**config.mk**
```make
export PLATFORM = sky130hd
export DESIGN_NAME = axi4_master_bridge
export DESIGN_NICKNAME = d
export VERILOG_FILES = /design/src/rtl/axi4_pkg.sv /design/src/rtl/axi4_master_bridge.sv
export SDC_FILE = /design/constraint.sdc
export NUM_CORES = 1
export LEC_CHECK = 0
export ABC_CLOCK_PERIOD_IN_PS = 1950
export CAP_MARGIN = 10
export CELL_PAD_IN_SITES_DETAIL_PLACEMENT = 1
export CELL_PAD_IN_SITES_GLOBAL_PLACEMENT = 1
export CORE_ASPECT_RATIO = 0.6
export CORE_MARGIN = 2
export CORE_UTILIZATION = 24
export DETAILED_ROUTE_END_ITERATION = 16
export GPL_TIMING_DRIVEN = 1
export PLACE_DENSITY = 0.82
export SYNTH_ARGS = -nofsm -noshare
export SYNTH_HDL_FRONTEND = slang
export SYNTH_SLANG_ARGS = --single-unit
export TNS_END_PERCENT = 50
```
**constraint.sdc**
```tcl
create_clock -name clock -period 1.95 [get_ports clock]
set_clock_uncertainty 0.1 [all_clocks]
set_input_delay 0.2925 -clock clock [delete_from_list [all_inputs] [get_ports clock]]
set_output_delay 0.2925 -clock clock [all_outputs]
set_load 0.02 [all_outputs]
```
**src/rtl/axi4_pkg.sv**
```systemverilog
// axi4_pkg: shared AXI4 encodings and types for axi4_master_bridge.
//   burst_e  : AXI burst type encodings
//   resp_e   : AXI response encodings
//   state_e  : bridge FSM states
//   size_e   : AXI size codes supported on a 32-bit data bus
//   req_t    : request fields captured when a request is accepted
package axi4_pkg;

  typedef enum logic [1:0] {
    BURST_FIXED = 2'b00,
    BURST_INCR  = 2'b01,
    BURST_WRAP  = 2'b10
  } burst_e;

  typedef enum logic [1:0] {
    RESP_OKAY   = 2'b00,
    RESP_EXOKAY = 2'b01,
    RESP_SLVERR = 2'b10,
    RESP_DECERR = 2'b11
  } resp_e;

  typedef enum logic [2:0] {
    ST_IDLE,
    ST_RADDR,
    ST_RDATA,
    ST_WADDR,
    ST_WRESP
  } state_e;

  typedef enum logic [2:0] {
    SIZE_1B = 3'd0,
    SIZE_2B = 3'd1,
    SIZE_4B = 3'd2
  } size_e;

  typedef struct packed {
    logic [31:0] addr;
    logic [31:0] wdata;
    logic [3:0]  wstrb;
    logic [2:0]  size;
    logic [7:0]  len;
    logic        wrap;
  } req_t;

  // AXI only allows WRAP bursts of 2, 4, 8 or 16 beats.
  function automatic logic wrap_len_ok(input logic [7:0] len);
    return (len == 8'd1) || (len == 8'd3) || (len == 8'd7) || (len == 8'd15);
  endfunction

endpackage

```
**src/rtl/axi4_master_bridge.sv**
```systemverilog
// axi4_master_bridge: single-outstanding core request -> AXI4 master bridge.
//   clock/reset     : clock, synchronous active-high reset
//   req_*           : core request (valid/ready, wen, addr, wdata, wstrb,
//                     size, len (reads only), wrap)
//   resp_*          : one-cycle pulse per read beat / write completion,
//                     with rdata, last and err
//   io_master_*     : AXI4 master AR/R/AW/W/B channels
// Optional: define AXI_BRIDGE_ERRCHK_EN to flag bad rresp/bresp, mismatched
// rid/bid and misplaced rlast on resp_err; otherwise resp_err is tied 0.
module axi4_master_bridge
  import axi4_pkg::*;
#(
  parameter logic [3:0] ID     = 4'h0,
  parameter int         ADDR_W = 32,
  parameter int         DATA_W = 32
) (
  input  logic                clock,
  input  logic                reset,
  input  logic                req_valid,
  output logic                req_ready,
  input  logic                req_wen,
  input  logic [ADDR_W-1:0]   req_addr,
  input  logic [DATA_W-1:0]   req_wdata,
  input  logic [DATA_W/8-1:0] req_wstrb,
  input  logic [2:0]          req_size,
  input  logic [7:0]          req_len,
  input  logic                req_wrap,
  output logic                resp_valid,
  output logic [DATA_W-1:0]   resp_rdata,
  output logic                resp_last,
  output logic                resp_err,
  output logic                io_master_arvalid,
  input  logic                io_master_arready,
  output logic [ADDR_W-1:0]   io_master_araddr,
  output logic [3:0]          io_master_arid,
  output logic [7:0]          io_master_arlen,
  output logic [2:0]          io_master_arsize,
  output logic [1:0]          io_master_arburst,
  output logic                io_master_rready,
  input  logic                io_master_rvalid,
  input  logic [1:0]          io_master_rresp,
  input  logic [DATA_W-1:0]   io_master_rdata,
  input  logic                io_master_rlast,
  input  logic [3:0]          io_master_rid,
  output logic                io_master_awvalid,
  input  logic                io_master_awready,
  output logic [ADDR_W-1:0]   io_master_awaddr,
  output logic [3:0]          io_master_awid,
  output logic [7:0]          io_master_awlen,
  output logic [2:0]          io_master_awsize,
  output logic [1:0]          io_master_awburst,
  output logic                io_master_wvalid,
  input  logic                io_master_wready,
  output logic [DATA_W-1:0]   io_master_wdata,
  output logic [DATA_W/8-1:0] io_master_wstrb,
  output logic                io_master_wlast,
  output logic                io_master_bready,
  input  logic                io_master_bvalid,
  input  logic [1:0]          io_master_bresp,
  input  logic [3:0]          io_master_bid
);

  state_e state;
  req_t   req_q;
  logic   aw_done, w_done;

  wire aw_hs = io_master_awvalid & io_master_awready;
  wire w_hs  = io_master_wvalid  & io_master_wready;

  always_ff @(posedge clock) begin
    if (reset) begin
      state             <= ST_IDLE;
      req_q             <= '0;
      aw_done           <= 1'b0;
      w_done            <= 1'b0;
      io_master_arvalid <= 1'b0;
      io_master_rready  <= 1'b0;
      io_master_awvalid <= 1'b0;
      io_master_wvalid  <= 1'b0;
      io_master_bready  <= 1'b0;
    end else begin
      case (state)
        ST_IDLE: if (req_valid) begin
          req_q.addr  <= req_addr;
          req_q.wdata <= req_wdata;
          req_q.wstrb <= req_wstrb;
          // The bus is 32 bits wide; an oversized code is clamped to a word.
          req_q.size  <= (req_size > SIZE_4B) ? SIZE_4B : req_size;
          req_q.len   <= req_len;
          req_q.wrap  <= req_wrap;
          if (req_wen) begin
            state             <= ST_WADDR;
            io_master_awvalid <= 1'b1;
            io_master_wvalid  <= 1'b1;
            aw_done           <= 1'b0;
            w_done            <= 1'b0;
          end else begin
            state             <= ST_RADDR;
            io_master_arvalid <= 1'b1;
          end
        end
        ST_RADDR: if (io_master_arready) begin
          io_master_arvalid <= 1'b0;
          io_master_rready  <= 1'b1;
          state             <= ST_RDATA;
        end
        // rlast ends the burst even if it arrives early.
        ST_RDATA: if (io_master_rvalid && io_master_rlast) begin
          io_master_rready <= 1'b0;
          state            <= ST_IDLE;
        end
        ST_WADDR: begin
          if (aw_hs) begin
            io_master_awvalid <= 1'b0;
            aw_done           <= 1'b1;
          end
          if (w_hs) begin
            io_master_wvalid <= 1'b0;
            w_done           <= 1'b1;
          end
          // Covers both channels completing in the same cycle.
          if ((aw_done || aw_hs) && (w_done || w_hs)) begin
            io_master_bready <= 1'b1;
            state            <= ST_WRESP;
          end
        end
        ST_WRESP: if (io_master_bvalid) begin
          io_master_bready <= 1'b0;
          state            <= ST_IDLE;
        end
        default: state <= ST_IDLE;
      endcase
    end
  end

  assign req_ready = (state == ST_IDLE);

  wire r_beat = (state == ST_RDATA) & io_master_rvalid;
  wire b_beat = (state == ST_WRESP) & io_master_bvalid;

  assign resp_valid = r_beat | b_beat;
  assign resp_rdata = io_master_rdata;
  assign resp_last  = (r_beat & io_master_rlast) | b_beat;

  assign io_master_araddr  = req_q.addr;
  assign io_master_arid    = ID;
  assign io_master_arlen   = req_q.len;
  assign io_master_arsize  = req_q.size;
  // An illegal WRAP length silently degrades to INCR.
  assign io_master_arburst = (req_q.wrap && wrap_len_ok(req_q.len)) ? BURST_WRAP : BURST_INCR;

  assign io_master_awaddr  = req_q.addr;
  assign io_master_awid    = ID;
  assign io_master_awlen   = 8'd0;
  assign io_master_awsize  = req_q.size;
  assign io_master_awburst = BURST_INCR;
  assign io_master_wdata   = req_q.wdata;
  assign io_master_wstrb   = req_q.wstrb;
  assign io_master_wlast   = 1'b1;

`ifdef AXI_BRIDGE_ERRCHK_EN
  // Beats remaining after the current one; rlast must coincide with zero.
  logic [7:0] beat_cnt;

  always_ff @(posedge clock) begin
    if (reset)                                      beat_cnt <= '0;
    else if (state == ST_RADDR && io_master_arready) beat_cnt <= req_q.len;
    else if (r_beat)                                beat_cnt <= beat_cnt - 8'd1;
  end

  wire r_err = (io_master_rresp != RESP_OKAY) | (io_master_rid != ID) |
               (io_master_rlast != (beat_cnt == 8'd0));
  wire b_err = (io_master_bresp != RESP_OKAY) | (io_master_bid != ID);

  assign resp_err = (r_beat & r_err) | (b_beat & b_err);
`else
  assign resp_err = 1'b0;
  wire unused_err_inputs = ^{io_master_rresp, io_master_rid, io_master_bresp, io_master_bid};
`endif

endmodule

```
# Yosys cells after proc, flatten, opt, wreduce, memory -nomap -nowiden

Cells that the tools add are included.

$add $sub $neg: 0
Multipliers: 0
Div/mod/pow operators: 0
$lt $le $gt $ge: 1
Equality and inequality tests: 17
Shift operators: 0
Mux-type cells: 31
Bitwise logic cells: 7
Reduce and logical (&&, ||, !) cells: 20

Operator list:

| cell                                                                   | count |
|---|---|
| 3-bit 2-to-1 mux                                                       | 6 |
| 2-bit != test (second input constant)                                  | 8 |
| 1-bit 2-to-1 mux                                                       | 15 |
| 3-bit case mux with 5 select lines                                     | 1 |
| 1-bit case mux with 2 select lines                                     | 7 |
| 4-bit AND reduction                                                    | 3 |
| 8-bit by 1-bit equality test with 1-bit output (second input constant) | 1 |
| 8-bit by 2-bit equality test with 1-bit output (second input constant) | 1 |
| 8-bit by 3-bit equality test with 1-bit output (second input constant) | 1 |
| 8-bit by 4-bit equality test with 1-bit output (second input constant) | 1 |
| 2-bit nonzero test                                                     | 4 |
| 3-bit by 2-bit equality test with 1-bit output (second input constant) | 2 |
| 3-bit AND reduction                                                    | 2 |
| 1-bit AND                                                              | 5 |
| 1-bit logical OR                                                       | 5 |
| 5-bit AND reduction                                                    | 1 |
| 2-bit 2-to-1 mux                                                       | 2 |
| 3-bit by 1-bit equality test with 1-bit output (second input constant) | 1 |
| 3-bit equality test (second input constant)                            | 1 |
| 3-bit by 2-bit > comparator with 1-bit output (second input constant)  | 1 |
| 1-bit logical AND                                                      | 3 |
| 3-bit logical NOT                                                      | 1 |
| 2-bit by 1-bit != test with 1-bit output (second input constant)       | 1 |
| 1-bit bitwise OR                                                       | 2 |
| 2-bit AND reduction                                                    | 1 |

Flip-flop bits (word level): 90
Bits in latches: 0
Bits in writable memories: 0
Bits in read-only memories: 0
Input port bits: 134
Output and inout port bits: 176
Word-level logic and storage cells: 90
Memories kept: 0

# Logic depth before layout (Yosys ltp)

Gate-level depths: netlist of run 1.

Word-level depth: 6
Depth in mapped cells: 6

# Worst setup path after synthesis of run 1

Ideal clock, no wire load.

Path kind: register to output
Start point: register state[1]
End point: output port resp_last
Arrival time: 1.246 ns
Required time: 1.558 ns
Setup slack: 0.312 ns
Cell stages (with the launch flop): 5
Path buffers: 1
Cells stage by stage: dfxtp_1 clkbuf_1 nor2b_1 nand3_1 a21oi_1

Word-level cells in the longest chain between the ends: 4
Elaborated cells between the ends (all ways): 6
Those cells by class: eq/ne (2); bitwise (4)

Ends and longest elaborated chain:

| what                                           | line                      | RTL |
|---|---|---|
| start, declared                                | axi4_master_bridge.sv:63  | `state_e state;` |
| start signal, assigned                         | axi4_master_bridge.sv:72  | `state <= ST_IDLE;` |
| start signal, assigned                         | axi4_master_bridge.sv:92  | `state <= ST_WADDR;` |
| start signal, assigned                         | axi4_master_bridge.sv:98  | `state <= ST_RADDR;` |
| 3-bit by 2-bit equality test with 1-bit output | axi4_master_bridge.sv:138 | `wire r_beat = (state == ST_RDATA) & io_master_rvalid;` |
| 1-bit AND                                      | axi4_master_bridge.sv:138 |  |
| 1-bit AND                                      | axi4_master_bridge.sv:143 | `assign resp_last = (r_beat & io_master_rlast) \| b_beat;` |
| 1-bit bitwise OR *                             | axi4_master_bridge.sv:143 |  |
| end, declared                                  | axi4_master_bridge.sv:30  | `output logic resp_last,` |

Every way passes the cells marked *; elsewhere a longest branch is shown, timed or not.

# Worst setup path in the final report of run 1

Start point: register req_q (netlist bit io_master_arlen[4])
End point: output port io_master_arburst[1]

Word-level cells in the longest chain between the ends: 6
Elaborated cells between the ends (all ways): 9
Those cells by class: eq/ne (4); mux (1); reduce/logical (4)

Ends and longest elaborated chain:

| what                                                                                                                    | line                      | RTL |
|---|---|---|
| start, declared                                                                                                         | axi4_master_bridge.sv:64  | `req_t req_q;` |
| 8-bit by 1-bit equality test with 1-bit output / 8-bit by 2-bit equality test with 1-bit output (equally long branches) | axi4_pkg.sv:47            | `return (len == 8'd1) \|\| (len == 8'd3) \|\| (len == 8'd7) \|\| (len == 8'd15);` |
| 1-bit logical OR (2 in series)                                                                                          | axi4_pkg.sv:47            |  |
| 1-bit logical OR *                                                                                                      | axi4_pkg.sv:47            |  |
| 1-bit logical AND *                                                                                                     | axi4_master_bridge.sv:150 | `assign io_master_arburst = (req_q.wrap && wrap_len_ok(req_q.len)) ? BURST_WRAP : BURST_INCR;` |
| 2-bit 2-to-1 mux *                                                                                                      | axi4_master_bridge.sv:150 |  |
| end, declared                                                                                                           | axi4_master_bridge.sv:38  | `output logic [1:0] io_master_arburst,` |

Marked as above.

==> results of run 1 <==
-- flip-flops by register name, indices dropped and copies added (netlist names) --
name / count
io_master_rready: 1
io_master_araddr: 32
w_done: 1
io_master_wdata: 32
aw_done: 1
io_master_awvalid: 1
io_master_wstrb: 4
io_master_arlen: 8
req_q: 1
io_master_wvalid: 1
io_master_arsize: 3
state: 3
io_master_bready: 1
io_master_arvalid: 1
-- cell families (layout without fill, tap and decap cells) --
kind of cell / count (synthesis) / count (layout) / synth area share (%)
AND/OR/NAND/NOR: 188 / 188 / 16.9
buffers and inverters: 202 / 256 / 31.2
multiplexers: 1 / 1 / 0.245
AO/OA/AOI/OAI: 106 / 106 / 12.3
flip-flops: 90 / 90 / 39.2
other: 2 / 20 / 0.163
-- worst reg2reg max path, stage by stage, from the launching register on --
cell	delay (ps)
dfxtp_1	330
buf_4	160
buf_4	160
nor4b_4	370
buf_12	210
buf_12	180
nand2_1	80
a21oi_1	140
-- how the worst max path moves through the flow --
stage	from	endpoint	slack, ps	cells past startpoint
2_1_floorplan	state[1]	resp_last	310	4
3_3_place_gp	io_master_rvalid	resp_last	-70	4
3_5_place_dp	io_master_rvalid	resp_last	-90	4
4_1_cts	io_master_arlen[4]	io_master_arburst[1]	2	3
5_1_grt	io_master_arlen[4]	io_master_arburst[1]	-10	3
6_report	io_master_arlen[4]	io_master_arburst[1]	70	3
-- power breakdown --
| group | switching, uW | total (uW) | internal (uW) |
|---|---|---|---|
| clock | 755 | 1790 | 1040 |
| sequential | 125 | 2140 | 2010 |
| combinational | 868 | 1660 | 794 |
-- metal layers --
metal  wire length [um]  GRT usage (%)
met4                116           3.12
met1               5860           15.2
met5                  0              0
met3               1070           5.26
met2               6130           21.5
-- through the flow --
| stage | setup slack, ps | util, % | power [uW] | instance area (sq um) |
|---|---|---|---|---|
| global route | -12.3 | 33.0 | 5920 | 6240 |
| floorplan | 312 | - | 3390 | 4670 |
| detailed placement | -92.4 | 31.4 | 3870 | 5930 |
| global placement | -73.7 | 31.4 | 3820 | 5930 |
| CTS | 2.28 | 33.0 | 5710 | 6240 |
| finish | 71.2 | 33.0 | 5590 | 6240 |
-- placed cells by master (no fill, tap or decap), types with 2 or more instances in the layout --
master	count
nand2_1	158
o31ai_1	2
buf_4	18
clkdlybuf4s50_1	207
nor2_1	5
clkbuf_2	2
buf_12	5
a21o_1	2
o21ai_0	4
conb_1	20
clkinv_4	2
a21oi_1	90
and3_1	2
dlygate4sd2_1	2
nor4b_4	2
a21bo_2	2
clkbuf_16	9
nand3_1	10
a211oi_1	2
nor2b_1	3
inv_1	4
dfxtp_1	90
-- area by class of cell --
type                       count  area, sq um
clock buffer                  11          243
tap                          246          308
sequential                    90         1800
fill                        2232        12600
multi-input combinational    315         1460
timing repair buffer         236         2350
inverter                       4         15.0
clock inverter                 5         61.3
==> flow_summary_export.csv, run 1 <==
group,metric,value,unit
worst_hold_path,holdPathStages,3,
yosys,synth_top_area_share,39.2,%
die,start_util,24.4,%
cts,path_clk_slew,70,ps
yosys,synthArstFlopShare,0,%
worst_hold_path,holdCritPathClass,"primary input to flip-flop",
flow_run,max_cap_violations,0,
setup_path,required,1560,ps
routing,drcViolationCount,0,
cts,cts-buffers-inserted,9,
cts,root_buffer,"clkbuf_16",
routing,dr.pass1.iters,4,
cts,cts_resized,8,
die,dieArea,0.0203,sq mm
cts,hold_buffers,0,
routing,routed_wl,13.2,mm
setup_path,reg2reg_depth,7,
placed_design,io_buffers,213,
yosys,synth_edf_count,0,
setup_path,rr_endpoint,"io_master_araddr[9]",
cts,cts_tree,"yes",
setup_path,cp.arrival,1490,ps
yosys,synth.most_common_cell,"buf_4",
worst_hold_path,worstHoldStart,"reset",
routing,drt_iter0_markers,102,
cts,cts.sinks,90,
setup_path,crit_slowest_cell,"dfxtp_1",
global_route,grt_start_max_net_pins,40,
power_and_ir_drop,power-per-cell-area,896,mW/mm^2
die,fp.dieH,111,um
placed_design,hpwlAfterDp,9.94,mm
cells_and_area,drive_gt1_share,7.26,%
setup_path,r2r_start,"state[1]",
cells_and_area,stdcell_count,907,
yosys,synth_seq_cells,90,
setup_path,path_cells,"nor4b_4 -> and4b_1 -> clkdlybuf4s15_2",
die,rows,39,
power_and_ir_drop,p_leak,0.00232,uW
yosys,synthCells,589,
sta,hold_ws,288,ps
setup_path,critPathTopFamily,"simple AND/OR/NAND/NOR gates",
outcome,status,"finished clean",
power_and_ir_drop,peakVddDrop,344,uV
sta,fin_setup_tns,0,ps
yosys,synth.avg_cell_area,7.81,sq um
setup_path,critical_path.max_stage_delay,340,ps
sta,final-setup-viol-count,0,
global_route,grt_pass1_wl,20.2,mm
sta,rsz0062_at_grt,"yes",
yosys,synth_seq_area_share,39.2,%
routing,wl_per_cell,14.5,um
sta,finalHoldViolCount,0,
worst_hold_path,hold_path_end,"io_master_arsize[2]",
routing,dr_total_vias,3762,
sta,fmax,532,MHz
yosys,synth_warnings,0,
yosys,ys_types,34,
cts,post_cts_buffers,0,
global_route,grt_overflow,0,
placed_design,dp.cells,891,
cells_and_area,syn_to_final_growth,35.6,%
yosys,synth_top_area_cell,"dfxtp_1",
global_route,antenna_found_initial,0,
yosys,synth_area_leaders,"dfxtp_1 (39%), buf_4 (28%), nand2_1 (13%), a21oi_1 (9.8%), buf_2 (1.1%)",
cells_and_area,diodes,0,
cells_and_area,nNetsFinal,790,
cts,clk_latency,340,ps
die,core,0.0189,sq mm
routing,drtAntennaViolNets,0,
sta,final_max_slew_viol_count,0,
yosys,netlist_area,0.00460,sq mm
yosys,yosys-top-cells-count,"buf_4 (173), nand2_1 (158), a21oi_1 (90), dfxtp_1 (90), clkbuf_1 (12)",
global_route,grt_pass1_vias,3785,
sta,timing.final.crit_share,96.3,%
sta,finalCriticalPeriod,1880,ps
setup_path,r2r_setup_slack,150,ps
setup_path,path_class,"flip-flop to output port",
setup_path,worst-path-max-fanout,2,
setup_path,cp_num_buf_inv,1,
global_route,track_usage,12.8,%
die,ioPinCount,310,
placed_design,gp_routability_congestion,0.745,
routing,drt-vias-per-instance,4.15,
setup_path,worst_setup_path_start_kind,"flip-flop",
cts,ctsHtreeMaxLevel,3,
cts,clockBufferDepth,2,
die,die_x,183,um
setup_path,endpoint_kind,"output port",
yosys,ys.flop_type,"dfxtp_1",
Note: power is estimated with default switching activity, not from simulation.
==> inputs of run 2 (changes only) <==
--- a/config.mk
+++ b/config.mk
@@ -15,6 +15,7 @@
 export DETAILED_ROUTE_END_ITERATION = 16
 export GPL_TIMING_DRIVEN = 1
 export PLACE_DENSITY = 0.82
+export REMOVE_ABC_BUFFERS = 1
 export SYNTH_ARGS = -nofsm -noshare
 export SYNTH_HDL_FRONTEND = slang
 export SYNTH_SLANG_ARGS = --single-unit
==> run 2 against run 1 <==
  * Sequential power about the same
  * Largest cell class unchanged
  * Global-route usage up 0.94 points
  * Register-to-register slack better by 70 ps
  * Highest routed layer unchanged
  * Fmax up 0.67%
==> flow_summary_export.csv, run 2 (synthesis gave the netlist of run 1 again) <==
group,metric,value,unit
outcome,status,"finished clean",
cts,clockBufferDepth,2,
setup_path,endpoint_kind,"output port",
routing,drt_iter0_markers,103,
sta,final_max_slew_viol_count,0,
flow_run,max_cap_violations,0,
die,core,0.0189,sq mm
global_route,track_usage,13.8,%
setup_path,required,1560,ps
cts,root_buffer,"clkbuf_16",
cts,cts-buffers-inserted,9,
global_route,grt_pass1_wl,21.1,mm
cells_and_area,seq_area,0.00180,sq mm
global_route,grt_pass1_vias,3762,
routing,wl_per_cell,15.5,um
cts,cts_tree,"yes",
global_route,antenna_found_initial,0,
routing,drt-vias-per-instance,4.17,
sta,fmax,536,MHz
setup_path,worst-path-max-fanout,2,
cells_and_area,syn_to_final_growth,36.1,%
sta,finalHoldViolCount,0,
die,dieArea,0.0203,sq mm
cells_and_area,drive_gt1_share,6.70,%
power_and_ir_drop,power-per-cell-area,923,mW/mm^2
sta,final-setup-viol-count,0,
sta,timing.final.crit_share,95.7,%
routing,drcViolationCount,0,
die,start_util,24.4,%
cells_and_area,multiInputGateArea,0.00145,sq mm
die,rows,39,
placed_design,hpwlAfterDp,10.6,mm
cells_and_area,mostFrequentLayoutCells,"clkdlybuf4s50_1 (207), nand2_1 (158), a21oi_1 (90), dfxtp_1 (90), conb_1 (20)",
worst_hold_path,holdCritPathClass,"primary input to flip-flop",
routing,dr_total_vias,3769,
routing,routed_wl,14.0,mm
power_and_ir_drop,p_leak,0.00233,uW
sta,finalCriticalPeriod,1870,ps
cts,post_cts_buffers,0,
routing,dr.pass1.iters,4,
placed_design,gp_routability_congestion,0.722,
cts,path_clk_slew,60,ps
placed_design,io_buffers,213,
sta,rsz0062_at_grt,"no",
global_route,grt_overflow,0,
sta,fin_ws,83.7,ps
cells_and_area,nNetsFinal,787,
cts,hold_buffers,0,
die,ioPinCount,310,
cells_and_area,fillers,2246,
cts,cts.sinks,90,
global_route,grt_start_max_net_pins,52,
die,fp.dieH,111,um
setup_path,worst_setup_path_start_kind,"flip-flop",
routing,drtAntennaViolNets,0,
cells_and_area,layout_commonest_cell,"clkdlybuf4s50_1",
setup_path,cp.arrival,1470,ps
cells_and_area,utilization,33.2,%
die,die_x,183,um
setup_path,path_class,"flip-flop to output port",
cts,clk_latency,350,ps
cells_and_area,diodes,0,
placed_design,post-place-ws,-115,ps
cts,ctsHtreeMaxLevel,3,
sta,fin_setup_tns,0,ps
power_and_ir_drop,peakVddDrop,417,uV
## run 2: metal layers
layer  share of wire (%)  wire length [um]  global-route usage, %  vias up
met5                   0                 0                  0.500        -
met1                  45              6330                   16.9     1741
met2                  39              5450                   18.3      193
met4                 1.3               177                   4.35        0
met3                  15              2070                   10.2       12
li1                    -                 -                      -     1823
## run 2: worst paths after layout
check / startpoint / end / slack (ps) / depth (start not counted)
min reg2reg: io_master_wdata[12] / io_master_wdata[12] / 360 / 2
max: io_master_arlen[4] / io_master_arburst[1] / 80 / 3
max reg2reg: state[1] / io_master_arlen[7] / 220 / 5
min: reset / io_master_rready / 170 / 2
## run 2: final cells by class
cell class | instances | area share (%)
clock buffers | 10 | 3.66
clock inverters | 5 | 1.66
inverters | 4 | 0.240
multi-input cells | 315 | 23.2
flip-flops and latches | 90 | 28.8
well taps | 246 | 4.92
repair buffers | 233 | 37.6
## run 2: power by group
group	internal (uW)	total, uW	leakage [uW]	switching (uW)
Sequential	2010	2130	0.000738	122
Combinational	794	1660	0.00143	863
Clock	1250	1990	0.000163	739
Total	4050	5780	0.00233	1720
## run 2: per-stage QoR
stage          cells  power, uW  hold WS (ps)  area [sq um]
5_1_grt          903       6090           163          6260
6_report         903       5780           168          6260
3_3_place_gp     888       3820           341          5930
4_1_cts          903       5900           141          6270
2_1_floorplan    409       2880           262          3250
3_5_place_dp     888       3860           349          5930
## run 2: what timing repair did
| item | CTS | global route |
|---|---|---|
| gates resized for setup | 8 | 4 |
| endpoints found under the setup margin | 5 | 2 |
| cloned | 0 | 0 |
## run 2: worst max-delay path, stage by stage, from the launching register on
cell             delay (ps)
dfxtp_1                 320
nor4b_2                 300
and4b_1                 240
clkdlybuf4s15_2         260
==> inputs of run 3 (changes only) <==
--- a/config.mk
+++ b/config.mk
@@ -12,9 +12,10 @@
 export CORE_ASPECT_RATIO = 0.6
 export CORE_MARGIN = 2
 export CORE_UTILIZATION = 24
+export CTS_CLUSTER_SIZE = 14
 export DETAILED_ROUTE_END_ITERATION = 16
 export GPL_TIMING_DRIVEN = 1
-export PLACE_DENSITY = 0.82
+export PLACE_DENSITY_LB_ADDON = 0.1
 export REMOVE_ABC_BUFFERS = 1
 export SYNTH_ARGS = -nofsm -noshare
 export SYNTH_HDL_FRONTEND = slang
==> run 3 against run 2 <==
  * Worst hold slack improved by 90 ps
  * Wire length rose by 8.7%
  * Count of clock-buffer cells in the layout is 2 higher
  * Sequential cell count did not move
  * Via count grew 0.74%
  * Setup slack improved by 19 ps
  * Core utilization is essentially flat
  * Fmax up 1.0%
  * Critical endpoint is now io_master_arlen[4]
==> flow_summary_export.csv, run 3 (synthesis gave the netlist of run 1 again) <==
group,metric,value,unit
outcome,status,"finished clean",
global_route,antenna_found_initial,0,
global_route,grt_pass1_vias,3824,
setup_path,path_class,"flip-flop to output port",
placed_design,io_buffers,213,
setup_path,reg2reg_depth,5,
power_and_ir_drop,p_switching,1760,uW
placed_design,hpwlAfterDp,11.5,mm
die,dieArea,0.0203,sq mm
cts,clk_latency,340,ps
global_route,grt_start_max_net_pins,47,
cts,root_buffer,"clkbuf_16",
worst_hold_path,holdPathStages,2,
sta,rsz0062_at_grt,"no",
sta,final-setup-viol-count,0,
cells_and_area,seq_area,0.00180,sq mm
global_route,grt_overflow,0,
flow_run,max_cap_violations,0,
setup_path,cp.arrival,1450,ps
global_route,grt.busiest_layer,"met2",
global_route,track_usage,14.9,%
die,rows,39,
global_route,globalRouteMet3Util,10.9,%
cells_and_area,syn_to_final_growth,36.0,%
placed_design,dp.cells,891,
cells_and_area,fillers,2222,
routing,drcViolationCount,0,
sta,timing.final.crit_share,94.7,%
routing,routed_wl,15.2,mm
cells_and_area,drive_gt1_share,7.26,%
routing,drt-vias-per-instance,4.19,
setup_path,required,1560,ps
sta,finalHoldViolCount,0,
power_and_ir_drop,p_clk_share,31.3,%
power_and_ir_drop,p_seq_share,38.4,%
cts,ctsHtreeMaxLevel,3,
worst_hold_path,holdCritPathClass,"primary input to flip-flop",
global_route,grtUsageMet1,19.1,%
sta,finalCriticalPeriod,1850,ps
die,ioPinCount,310,
die,fp.dieH,111,um
power_and_ir_drop,intPower,3820,uW
cts,path_clk_slew,70,ps
setup_path,endpoint_kind,"output port",
power_and_ir_drop,p_leak,0.00233,uW
cells_and_area,diodes,0,
global_route,gr-usage-met2,19.6,%
setup_path,worst_setup_path_start_kind,"flip-flop",
cts,post_cts_buffers,0,
die,core,0.0189,sq mm
die,die_x,183,um
routing,wl_per_cell,16.8,um
cts,hold_buffers,0,
placed_design,gp_routability_congestion,0.725,
power_and_ir_drop,power-per-cell-area,892,mW/mm^2
setup_path,r2r_setup_slack,160,ps
sta,fmax,541,MHz
routing,dr_total_vias,3797,
power_and_ir_drop,peakVddDrop,374,uV
cells_and_area,layout_commonest_cell,"clkdlybuf4s50_1",
cells_and_area,utilization,33.1,%
routing,drtAntennaViolNets,0,
cts,cts.sinks,90,
power_and_ir_drop,combPwrFrac,30.2,%
sta,final_max_slew_viol_count,0,
routing,dr.pass1.iters,4,
cells_and_area,multiInputGateArea,0.00146,sq mm
cts,cts-buffers-inserted,9,
cts,cts_tree,"yes",
sta,fin_setup_tns,0,ps
setup_path,worst-path-max-fanout,2,
cts,clockBufferDepth,2,
global_route,grt_pass1_wl,22.9,mm
cells_and_area,stdcell_count,907,
cells_and_area,nNetsFinal,790,
routing,drt_iter0_markers,117,
die,start_util,24.4,%
cells_and_area,mostFrequentLayoutCells,"clkdlybuf4s50_1 (206), nand2_1 (158), a21oi_1 (90), dfxtp_1 (89), conb_1 (20)",
power_and_ir_drop,netSwitchingFraction,31.5,%
-- run 3: metal layers --
layer | routed length, um | vias up
met2 | 5820 | 205
met1 | 7000 | 1743
met4 | 118 | 2
met5 | 33 | -
li1 | - | 1835
met3 | 2270 | 12
-- run 3: final timing paths --
check,to,start
setup reg to reg,io_master_arlen[7],state[2]
hold reg to reg,io_master_wstrb[1],io_master_wstrb[1]
setup / recovery,io_master_arlen[4],io_master_arlen[4]
hold / removal,io_master_wstrb[0],reset
-- run 3: timing repair --
item / CTS / global route
setup endpoints to repair: 5 / 4
cloned: 0 / 0
gates resized for setup: 9 / 8
-- run 3: critical path, stage by stage, from the launching register on --
cell and delay [ps]:
dfxtp_1 380, buf_4 130, clkdlybuf4s50_1 610
-- run 3: layout make-up --
cell class                 count  share of cell area, %
clock buffer                  12                   3.78
clock inverter                 4                  0.840
inverter                       4                  0.240
multi-input combinational    315                   23.3
sequential                    90                   28.8
tap                          246                   4.92
timing repair buffer         236                   38.1
-- run 3: power by group through the flow --
stage	Clock, uW	Sequential (uW)	Combinational (uW)
2_1_floorplan	0	2450	428
3_5_place_dp	0	2180	1710
5_1_grt	1890	2170	1830
6_report	1750	2140	1690
4_1_cts	1830	2150	1720
3_3_place_gp	0	2170	1700
-- run 3: per-stage QoR --
step	worst slack, ps	total power (uW)	hold WS (ps)	instance area (sq um)
after floorplan	-2420	2880	262	3250
after global placement	-105	3880	342	5970
after detailed placement	-114	3900	348	5970
after CTS	-19.7	5690	250	6260
after global routing	44.3	5890	275	6250
final	103	5580	259	6250
